===== src/rtl/spike_aer_encoder.sv =====
// ---------------------------------------------------------------------------
// spike_aer_encoder
//
// Samples the spike outputs of a bank of neurons every cycle and serialises
// each spike into an address-event word (neuron index, plus an optional
// timestamp). Coincident spikes are scanned out lowest index first through a
// small show-ahead FIFO to a valid/ready port. Spikes that cannot be queued
// are counted in a saturating drop counter.
//
// Two spike masks are kept:
//   active : the batch currently being scanned into the FIFO
//   shadow : the next batch, accumulated while active is still scanning
//
// Optional feature macro: SPIKE_AER_TS_EN
//   defined   -> free-running timestamp counter, per-mask timestamps, out_ts
//                port, FIFO word = {addr, ts}
//   undefined -> no timestamp logic, FIFO word = addr
//
// Ports:
//   clk        in   1          rising-edge clock
//   rst        in   1          asynchronous active-high reset
//   spike_in   in   N_NEURONS  one spike bit per neuron, sampled every cycle
//   out_valid  out  1          event word valid
//   out_ready  in   1          consumer accepts the word
//   out_addr   out  AW         index of the neuron that spiked
//   out_ts     out  TS_WIDTH   spike timestamp (SPIKE_AER_TS_EN only)
//   drop_cnt   out  8          saturating count of lost spikes
//   busy       out  1          masks or FIFO hold pending work
// ---------------------------------------------------------------------------
module spike_aer_encoder #(
    parameter int N_NEURONS  = 8,
    parameter int AW         = $clog2(N_NEURONS),
    parameter int TS_WIDTH   = 8,
    parameter int FIFO_DEPTH = 4
) (
    input  logic                 clk,
    input  logic                 rst,
    input  logic [N_NEURONS-1:0] spike_in,
    output logic                 out_valid,
    input  logic                 out_ready,
    output logic [AW-1:0]        out_addr,
`ifdef SPIKE_AER_TS_EN
    output logic [TS_WIDTH-1:0]  out_ts,
`endif
    output logic [7:0]           drop_cnt,
    output logic                 busy
);

    localparam int PW = (FIFO_DEPTH > 1) ? $clog2(FIFO_DEPTH) : 1;
    localparam int CW = PW + 1;
`ifdef SPIKE_AER_TS_EN
    localparam int WW = AW + TS_WIDTH;
`else
    localparam int WW = AW;
`endif

    // Reject configurations outside the supported range at elaboration.
    if ((N_NEURONS < 2) || (N_NEURONS > 32) || (TS_WIDTH < 1) ||
        (FIFO_DEPTH < 2) || ((FIFO_DEPTH & (FIFO_DEPTH - 1)) != 0)) begin : g_bad_cfg
        $error("spike_aer_encoder: unsupported parameter combination");
    end

    typedef enum logic [0:0] {
        ST_IDLE = 1'b0,
        ST_SCAN = 1'b1
    } state_t;

    // Index of the lowest set bit; 0 when the mask is empty.
    function automatic logic [AW-1:0] lowest_index(input logic [N_NEURONS-1:0] mask);
        logic [AW-1:0] idx;
        idx = '0;
        for (int i = N_NEURONS - 1; i >= 0; i--) begin
            idx = mask[i] ? AW'(i) : idx;
        end
        return idx;
    endfunction

    // Number of set bits (N_NEURONS <= 32, so 6 bits suffice).
    function automatic logic [5:0] popcount(input logic [N_NEURONS-1:0] mask);
        logic [5:0] cnt;
        cnt = 6'd0;
        for (int i = 0; i < N_NEURONS; i++) begin
            cnt = cnt + 6'(mask[i]);
        end
        return cnt;
    endfunction

    state_t                 state_q, state_d;
    logic [N_NEURONS-1:0]   active_q, active_d;
    logic [N_NEURONS-1:0]   shadow_q, shadow_d;
    logic [7:0]             drop_cnt_q, drop_cnt_d;
    logic                   busy_q, busy_d;

    logic [WW-1:0]          mem_q [FIFO_DEPTH];
    logic [PW-1:0]          wr_ptr_q, wr_ptr_d;
    logic [PW-1:0]          rd_ptr_q, rd_ptr_d;
    logic [CW-1:0]          count_q, count_d;

    logic                   fifo_full_s;
    logic                   pop_s;
    logic                   push_s;
    logic [AW-1:0]          scan_addr_s;
    logic [N_NEURONS-1:0]   active_rem_s;
    logic [N_NEURONS-1:0]   drop_mask_s;
    logic [8:0]             drop_sum_s;
    logic [WW-1:0]          push_word_s;

    // FIFO status and the scan write: a full FIFO still takes a word when
    // the head is popped on the same edge.
    always_comb begin
        fifo_full_s  = (count_q == CW'(FIFO_DEPTH));
        pop_s        = (count_q != '0) & out_ready;
        push_s       = (state_q == ST_SCAN) & (~fifo_full_s | pop_s);
        scan_addr_s  = lowest_index(active_q);
        // x & (x-1) clears the lowest set bit, i.e. the one being written.
        active_rem_s = push_s ? (active_q & (active_q - N_NEURONS'(1))) : active_q;
    end

`ifdef SPIKE_AER_TS_EN
    logic [TS_WIDTH-1:0]    ts_cnt_q, ts_cnt_d;
    logic [TS_WIDTH-1:0]    active_ts_q, active_ts_d;
    logic [TS_WIDTH-1:0]    shadow_ts_q, shadow_ts_d;
    logic                   load_spike_s;
    logic                   handover_s;
    logic                   shadow_first_s;

    assign load_spike_s   = (active_rem_s == '0) & (shadow_q == '0);
    assign handover_s     = (active_rem_s == '0) & (shadow_q != '0);
    assign shadow_first_s = (active_rem_s != '0) & (shadow_q == '0);
    assign push_word_s    = {scan_addr_s, active_ts_q};

    // Timestamp bookkeeping that follows the mask moves below; a shadow
    // keeps the timestamp of its first spike across later merges.
    always_comb begin
        ts_cnt_d    = ts_cnt_q + TS_WIDTH'(1);
        active_ts_d = active_ts_q;
        shadow_ts_d = shadow_ts_q;
        if (load_spike_s) begin
            active_ts_d = ts_cnt_q;
        end else if (handover_s) begin
            active_ts_d = shadow_ts_q;
            shadow_ts_d = ts_cnt_q;
        end else if (shadow_first_s) begin
            shadow_ts_d = ts_cnt_q;
        end else begin
            shadow_ts_d = shadow_ts_q;
        end
    end

    // Timestamp registers.
    always_ff @(posedge clk or posedge rst) begin
        if (rst) begin
            ts_cnt_q    <= '0;
            active_ts_q <= '0;
            shadow_ts_q <= '0;
        end else begin
            ts_cnt_q    <= ts_cnt_d;
            active_ts_q <= active_ts_d;
            shadow_ts_q <= shadow_ts_d;
        end
    end
`else
    assign push_word_s = scan_addr_s;
`endif

    // Mask update: load, handover or merge, plus drop detection. A merge
    // into a non-empty shadow loses any bit already pending in either mask.
    always_comb begin
        active_d    = active_rem_s;
        shadow_d    = shadow_q;
        drop_mask_s = '0;
        if (active_rem_s == '0) begin
            if (shadow_q == '0) begin
                active_d = spike_in;
            end else begin
                active_d = shadow_q;
                shadow_d = spike_in;
            end
        end else begin
            if (shadow_q == '0) begin
                shadow_d = spike_in;
            end else begin
                drop_mask_s = spike_in & (shadow_q | active_rem_s);
                shadow_d    = shadow_q | (spike_in & ~drop_mask_s);
            end
        end
    end

    // Saturating drop counter; at most 32 drops per edge, so 9 bits of sum
    // are enough to detect overflow.
    always_comb begin
        drop_sum_s = {1'b0, drop_cnt_q} + {3'b000, popcount(drop_mask_s)};
        if (drop_sum_s[8]) begin
            drop_cnt_d = 8'hFF;
        end else begin
            drop_cnt_d = drop_sum_s[7:0];
        end
    end

    // Scan state machine next state: scanning whenever active holds bits.
    always_comb begin
        state_d = state_q;
        case (state_q)
            ST_IDLE: begin
                if (active_d != '0) begin
                    state_d = ST_SCAN;
                end else begin
                    state_d = ST_IDLE;
                end
            end
            ST_SCAN: begin
                if (active_d == '0) begin
                    state_d = ST_IDLE;
                end else begin
                    state_d = ST_SCAN;
                end
            end
            default: state_d = ST_IDLE;
        endcase
    end

    // FIFO pointer and occupancy next state.
    always_comb begin
        wr_ptr_d = push_s ? (wr_ptr_q + PW'(1)) : wr_ptr_q;
        rd_ptr_d = pop_s  ? (rd_ptr_q + PW'(1)) : rd_ptr_q;
        case ({push_s, pop_s})
            2'b10:   count_d = count_q + CW'(1);
            2'b01:   count_d = count_q - CW'(1);
            default: count_d = count_q;
        endcase
        busy_d = (active_d != '0) | (shadow_d != '0) | (count_d != '0);
    end

    // Control and status registers.
    always_ff @(posedge clk or posedge rst) begin
        if (rst) begin
            state_q    <= ST_IDLE;
            active_q   <= '0;
            shadow_q   <= '0;
            drop_cnt_q <= 8'h00;
            busy_q     <= 1'b0;
            wr_ptr_q   <= '0;
            rd_ptr_q   <= '0;
            count_q    <= '0;
        end else begin
            state_q    <= state_d;
            active_q   <= active_d;
            shadow_q   <= shadow_d;
            drop_cnt_q <= drop_cnt_d;
            busy_q     <= busy_d;
            wr_ptr_q   <= wr_ptr_d;
            rd_ptr_q   <= rd_ptr_d;
            count_q    <= count_d;
        end
    end

    // FIFO storage; cleared on reset so the show-ahead head reads zero.
    always_ff @(posedge clk or posedge rst) begin
        if (rst) begin
            for (int i = 0; i < FIFO_DEPTH; i++) begin
                mem_q[i] <= '0;
            end
        end else if (push_s) begin
            mem_q[wr_ptr_q] <= push_word_s;
        end
    end

    assign out_valid = (count_q != '0);
    assign out_addr  = mem_q[rd_ptr_q][WW-1 -: AW];
`ifdef SPIKE_AER_TS_EN
    assign out_ts    = mem_q[rd_ptr_q][TS_WIDTH-1:0];
`endif
    assign drop_cnt  = drop_cnt_q;
    assign busy      = busy_q;

endmodule


===== config.mk =====
export PLATFORM = sky130hd
export DESIGN_NAME = spike_aer_encoder
export DESIGN_NICKNAME = d
export VERILOG_FILES = /design/src/rtl/spike_aer_encoder.sv
export SDC_FILE = /design/constraint.sdc
export NUM_CORES = 1
export LEC_CHECK = 0
export ABC_AREA = 1
export CAP_MARGIN = 20
export CORE_MARGIN = 8
export CORE_UTILIZATION = 47
export DETAILED_ROUTE_END_ITERATION = 10
export DONT_BUFFER_PORTS = 1
export PLACE_DENSITY = 0.71
export SETUP_SLACK_MARGIN = 0.2
export SLEW_MARGIN = 20
export SYNTH_ARGS = -nofsm -noshare
export SYNTH_HDL_FRONTEND = slang
export SYNTH_SLANG_ARGS = --single-unit

===== constraint.sdc =====
create_clock -name clk -period 4.44 [get_ports clk]
set_input_delay 1.11 -clock clk [delete_from_list [all_inputs] [get_ports clk]]
set_output_delay 1.11 -clock clk [all_outputs]
set_load 0.01 [all_outputs]

# Word level (Yosys, flattened, before mapping)
# Index checks and enable logic that the tools add are counted.
op_classes:
  bitwise_logic: 15
  n_eq_ne: 3
  mux: 27
  n_addsub: 13
  n_lt_le_gt_ge: 3
  n_reduce_logical: 8
op_table:
  columns: ["cell", "count"]
  rows:
  - ["8-bit two-way mux", 9]
  - ["3-bit two-way mux", 11]
  - ["8-bit AND", 3]
  - ["8-bit logical NOT", 3]
  - ["8-bit OR", 2]
  - ["8-bit nonzero test", 2]
  - ["6-bit by 1-bit adder with 6-bit output", 2]
  - ["12-bit bitwise mux", 1]
  - ["8-bit by 6-bit adder with 9-bit output", 1]
  - ["8-bit NOT", 1]
  - ["8-bit by 1-bit subtractor with 8-bit output (second input constant)", 1]
  - ["5-bit by 1-bit adder with 6-bit output", 1]
  - ["3-bit binary-select mux with 2-bit select", 1]
  - ["3-bit demux with 2-bit select", 1]
  - ["3-bit greater-or-equal comparator (second input constant)", 2]
  - ["2-bit NOT with 3-bit output", 2]
  - ["3-bit case mux with 2 select lines", 1]
  - ["3-bit nonzero test", 2]
  - ["4-bit by 1-bit adder with 5-bit output", 1]
  - ["2-bit by 1-bit adder with 2-bit output (second input constant)", 2]
  - ["3-bit by 1-bit adder with 4-bit output", 1]
  - ["2-bit by 1-bit adder with 3-bit output", 1]
  - ["3-bit by 1-bit adder with 3-bit output (second input constant)", 1]
  - ["3-bit == test (second input constant)", 1]
  - ["11 further kinds", 16]
word_totals:
  out_inout_bits: 13
  in_bits: 11
  wordCells: 81
  register_bits: 45

# Logic depth before layout (Yosys ltp)
depth:
  word_depth: 18
  ltp_mapped: 28
  mapped_depth_nobuf: 26

# Least setup slack after synthesis
# Ideal clock, no wire load.
synth_path:
  path_kind: "input port to flip-flop"
  startpoint: "in out_ready"
  endpoint: "reg drop_cnt_q[7] (netlist: drop_cnt[7])"
  required_time_ns: 4.321
  path_stages: 23
  arrival_time_ns: 5.113
  path_slack_ns: -0.792
  setup_ns: 0.119
  n_path_buf: 2
  cell_sequence: "nor2_1 > nand2_1 > nand2_2 > buf_6 > o21ai_4 > nand2_2 > nor2_4 > nand2_2 > buf_6 > nand3_1 > a21oi_1 > fa_1 > inv_1 > fa_1 > inv_1 > fa_1 > fa_1 > fa_1 > nand3_1 > and2_1 > nor4_1 > nand3b_1 > o21a_1"
synth_between:
  elab_chain_cells: 17
  elab_cells_between_ends: 18
  cone_classes: "add/sub: 8; mux: 4; bitwise: 5; reduce/logical: 1"
synth_lines:
  columns: ["item", "line_no", "source"]
  rows:
  - ["start, declared", "40", "input logic out_ready,"]
  - ["1-bit AND *", "112", "pop_s = (count_q != '0) & out_ready;"]
  - ["1-bit OR *", "113", "push_s = (state_q == ST_SCAN) & (~fifo_full_s | pop_s);"]
  - ["1-bit AND *", "113", null]
  - ["8-bit two-way mux *", "116", "active_rem_s = push_s ? (active_q & (active_q - N_NEURONS'(1))) : active_q;"]
  - ["8-bit OR", "183", "drop_mask_s = spike_in & (shadow_q | active_rem_s);"]
  - ["8-bit AND", "183", null]
  - ["8-bit two-way mux", "180", "if (shadow_q == '0) begin"]
  - ["8-bit two-way mux *", "172", "if (active_rem_s == '0) begin"]
  - ["(+2 left out)", null, null]
  - ["3-bit by 1-bit adder with 4-bit output", "83", "cnt = cnt + 6'(mask[i]);"]
  - ["4-bit by 1-bit adder with 5-bit output", "83", null]
  - ["5-bit by 1-bit adder with 6-bit output", "83", null]
  - ["6-bit by 1-bit adder with 6-bit output", "83", null]
  - ["6-bit by 1-bit adder with 6-bit output *", "83", null]
  - ["8-bit by 6-bit adder with 9-bit output *", "192", "drop_sum_s = {1'b0, drop_cnt_q} + {3'b000, popcount(drop_mask_s)};"]
  - ["8-bit two-way mux *", "193", "if (drop_sum_s[8]) begin"]
  - ["net drop_cnt_d[7]", "91", "logic [7:0] drop_cnt_q, drop_cnt_d;"]
  - ["end signal, assigned", "249", "drop_cnt_q <= drop_cnt_d;"]
  - ["end, declared", "91", null]
# Mark *: on every way through the listed nets, which the timed path passes. The rest lies on a longest branch.
# A chain may end at the register's enable or synchronous reset.

# Worst setup path after layout
# Same ends and word-level chain as after synthesis.

==> summary.md <==
| Metric | Value |
|---|---|
| Status | `finished with violations` |
| Failing checks | `negative setup slack` |
| Net count after synthesis | `361` |
| Avg Inst Size Synth | `between 8 and 9 µm²` |
| DIE WIDTH | `between 90 and 100 µm` |
| Slew headroom | `roughly 43%` |
| Vias in the first global route | `approximately 2200` |
| Latest clock arrival within the worst-skew pair | `about 300 ps` |
| CTS Hold Buffers Added | `0` |
| Min Tclk post-route | `between 4000 and 5000 ps` |
| DRT iter0 DRCs | `65` |
| H-tree depth | `2` |
| Setup TNS | `-1180 ps` |
| ANT cells | `0` |
| Final WL | `~6.1 mm` |
| Clock-pin slew on the worst setup and hold paths | `90 ps` |
| Critical Path Sink Type | `flip-flop` |
| Nets | `between 300 and 400` |
| Layout area overhead | `17.3%` |
| Most common cell after layout, fill and taps aside | `nand2_1` |
| Die area | `0.00851 mm²` |
| Fin Clk Skew | `~7.4 ps` |
| Max_cap viols | `0` |
| Critical Path AT | `4800 ps` |
| Total Routing Usage GR | `14.4%` |
| Worst path cell trace | `nor2_4, nand2_1, nand2_2, clkbuf_16, o21ai_4, nand2_2, nor2_4, nand2_2, nand2_2, a21oi_2, fa_1, inv_1, fa_1, inv_1, fa_1, fa_2, fa_2, nand3_2, and2_4, nor4_4, nand3b_1, o21a_1` |
| Clk root buf | `clkbuf_8` |
| Final hold violations | `0` |
| Die Y | `~92 µm` |
| Fraction of registers with async set/reset | `between 90% and 100%` |
| RSZ-0062 raised after global routing | `true` |
| Setup violators final | `8` |
| Cells after Synth | `between 300 and 400` |
| Average wire per standard cell | `~14 µm` |
| Post-Syn Area | `between 0.002 and 0.003 mm²` |
| Hpwl dp | `~4.6 mm` |
| Slowest CP cell | `fa_1` |
| First-pass DRT Iterations | `4` |
| Slowest cell delay on critical path | `around 500 ps` |
| Initial antenna violation count | `0` |
| CP Data Required Time | `roughly 4600 ps` |
| Most used cell, CP | `nand2_2` |
| Setup CP Type | `input port to flip-flop` |
| Share of layout cells above drive strength 1 | `about a quarter` |
| Most area-consuming cells after synthesis | `dfrtp_1 (41%), nand2_1 (8.4%), inv_1 (7.4%), nor2_1 (5.2%), o21ai_0 (5.1%)` |
| Final Wtd Congestion | `~0.83` |
| First-pass GRT wire length | `9.98 mm` |
| Standard-cell rows | `27` |
| CTS Buf Count | `5` |
| Synth top area share | `41.2%` |
| Yosys cell types | `34` |
| Core Area | `approximately 0.0056 mm²` |
| Worst Hold Slack | `~490 ps` |
| Post-synth EDFFs | `0` |
| Via count | `2200` |
| Flops & latches, synth | `45` |
| GRT Residual Overflow | `0` |
| Worst-Margin Slew | `between 800 and 900 ps` |
| CTS max path bufs | `2` |
| Vias/cell | `~5.1` |
| Slack of the critical path | `-163 ps` |
| CTS tree | `built` |
| Largest net degree at the start of global routing | `25` |
| HP Class | `flip-flop to flip-flop` |
| Yosys warnings | `0` |
| Ports | `24` |
| Starting density of the core | `49.0%` |
| Clk sinks | `between 40 and 50` |
| Seq/Total Area, Yosys | `41.2%` |
| Port bufs | `0` |
| Post-route ant nets | `0` |
| Fmax | `approximately 220 MHz` |
| Filler cells | `between 400 and 500` |
| DRC Markers | `0` |
| Worst Path Max Fanout | `4` |
| Most frequent cells in the layout | `nand2_1 (56), inv_1 (52), dfrtp_1 (45), nor2_1 (37), buf_4 (26)` |
| Top_reg_cell synth | `dfrtp_1` |
| Fin crit share | `104%` |
| Slew Viols, Final | `0` |
| Startpoint types | `input port` |
| Synth area leader | `dfrtp_1` |
==> synth_stat cells, drive strengths merged, types with 4 or more instances <==
cell type,n
a21oi,17
dfrtp,45
fa,6
ha,11
inv,57
mux2,4
nand2,74
nand3,13
nor2,42
o21ai,39
xor2,4
==> sequential cells by signal (all words and copies together) (netlist names), 2 cells and up <==
signal and cells:
wr_ptr_q 2, shadow_q 8, drop_cnt 8, mem_q 12
count_q 3, active_q 8, rd_ptr_q 2
==> routing by layer <==
layer | global-route usage (%) | part of all wire (%) | vias up | wire (µm)
li1 | - | - | 1106 | -
met1 | 16.2 | 42 | 1043 | 2590
met2 | 24.1 | 49 | 39 | 2980
met3 | 4.48 | 5.8 | 12 | 353
met4 | 6.98 | 2.9 | 0 | 175
met5 | 0 | 0 | - | 0
==> stage by stage <==
step / instance area, µm² / instances / util, % / setup slack (ps)
global route: 3210 / 435 / 57.5 / -350
CTS: 3100 / 430 / 55.6 / -186
finish: 3210 / 435 / 57.5 / -163
global placement: 2990 / 421 / 53.6 / -465
floorplan: 2770 / 333 / - / -548
detailed placement: 2990 / 421 / 53.6 / -563
==> area by class of cell <==
type	instances	area [µm²]	share of cell area, %
multi-input combinational	226	1450	45.2
sequential	45	1130	35.1
timing repair buffer	28	240	7.49
inverter	57	214	6.67
tap	72	90.1	2.81
clock buffer	5	68.8	2.15
clock inverter	2	16.3	0.507
==> path summary, 6_finish.rpt <==
kind                                to  cells past startpoint  slack (ps)   startpoint
setup / recovery           drop_cnt[7]                     22        -160    out_ready
hold / removal                mem_q[6]                      2         490     mem_q[6]
setup reg to reg           drop_cnt[7]                     22         120  active_q[0]
hold reg to reg               mem_q[6]                      2         490     mem_q[6]
max in group asynchronous  active_q[6]                      2        2950          rst
min in group asynchronous   count_q[0]                      1         750          rst
==> repair_timing <==
action,in CTS,in global routing
resized for setup,8,11
pin swaps,4,4
setup buffers,2,4
setup endpoints to repair,8,8
cloned,0,1
==> logic make-up (layout without fill, tap and decap cells) <==
family                   after synthesis  count (layout)  synth area share [%]
AO/OA/AOI/OAI                         65              65                  15.2
adder cells (fa/ha/maj)               17              17                  9.43
flip-flops                            45              45                  41.2
AND/OR/NAND/NOR                      135             135                  21.6
XOR/XNOR                               5               5                  1.60
multiplexers                           4               4                  1.65
buffers and inverters                 62              92                  9.34
==> worst max-delay path: cells and delay by family <==
kind,cells,cell delay [ps]
compound gates,3,290
fa+ha+maj,5,2150
buf+inv,3,280
simple gates,11,960
Power is left out: the tool's default activity adds up to more than one toggle a clock period on the data nets, which glitch-free logic cannot reach.
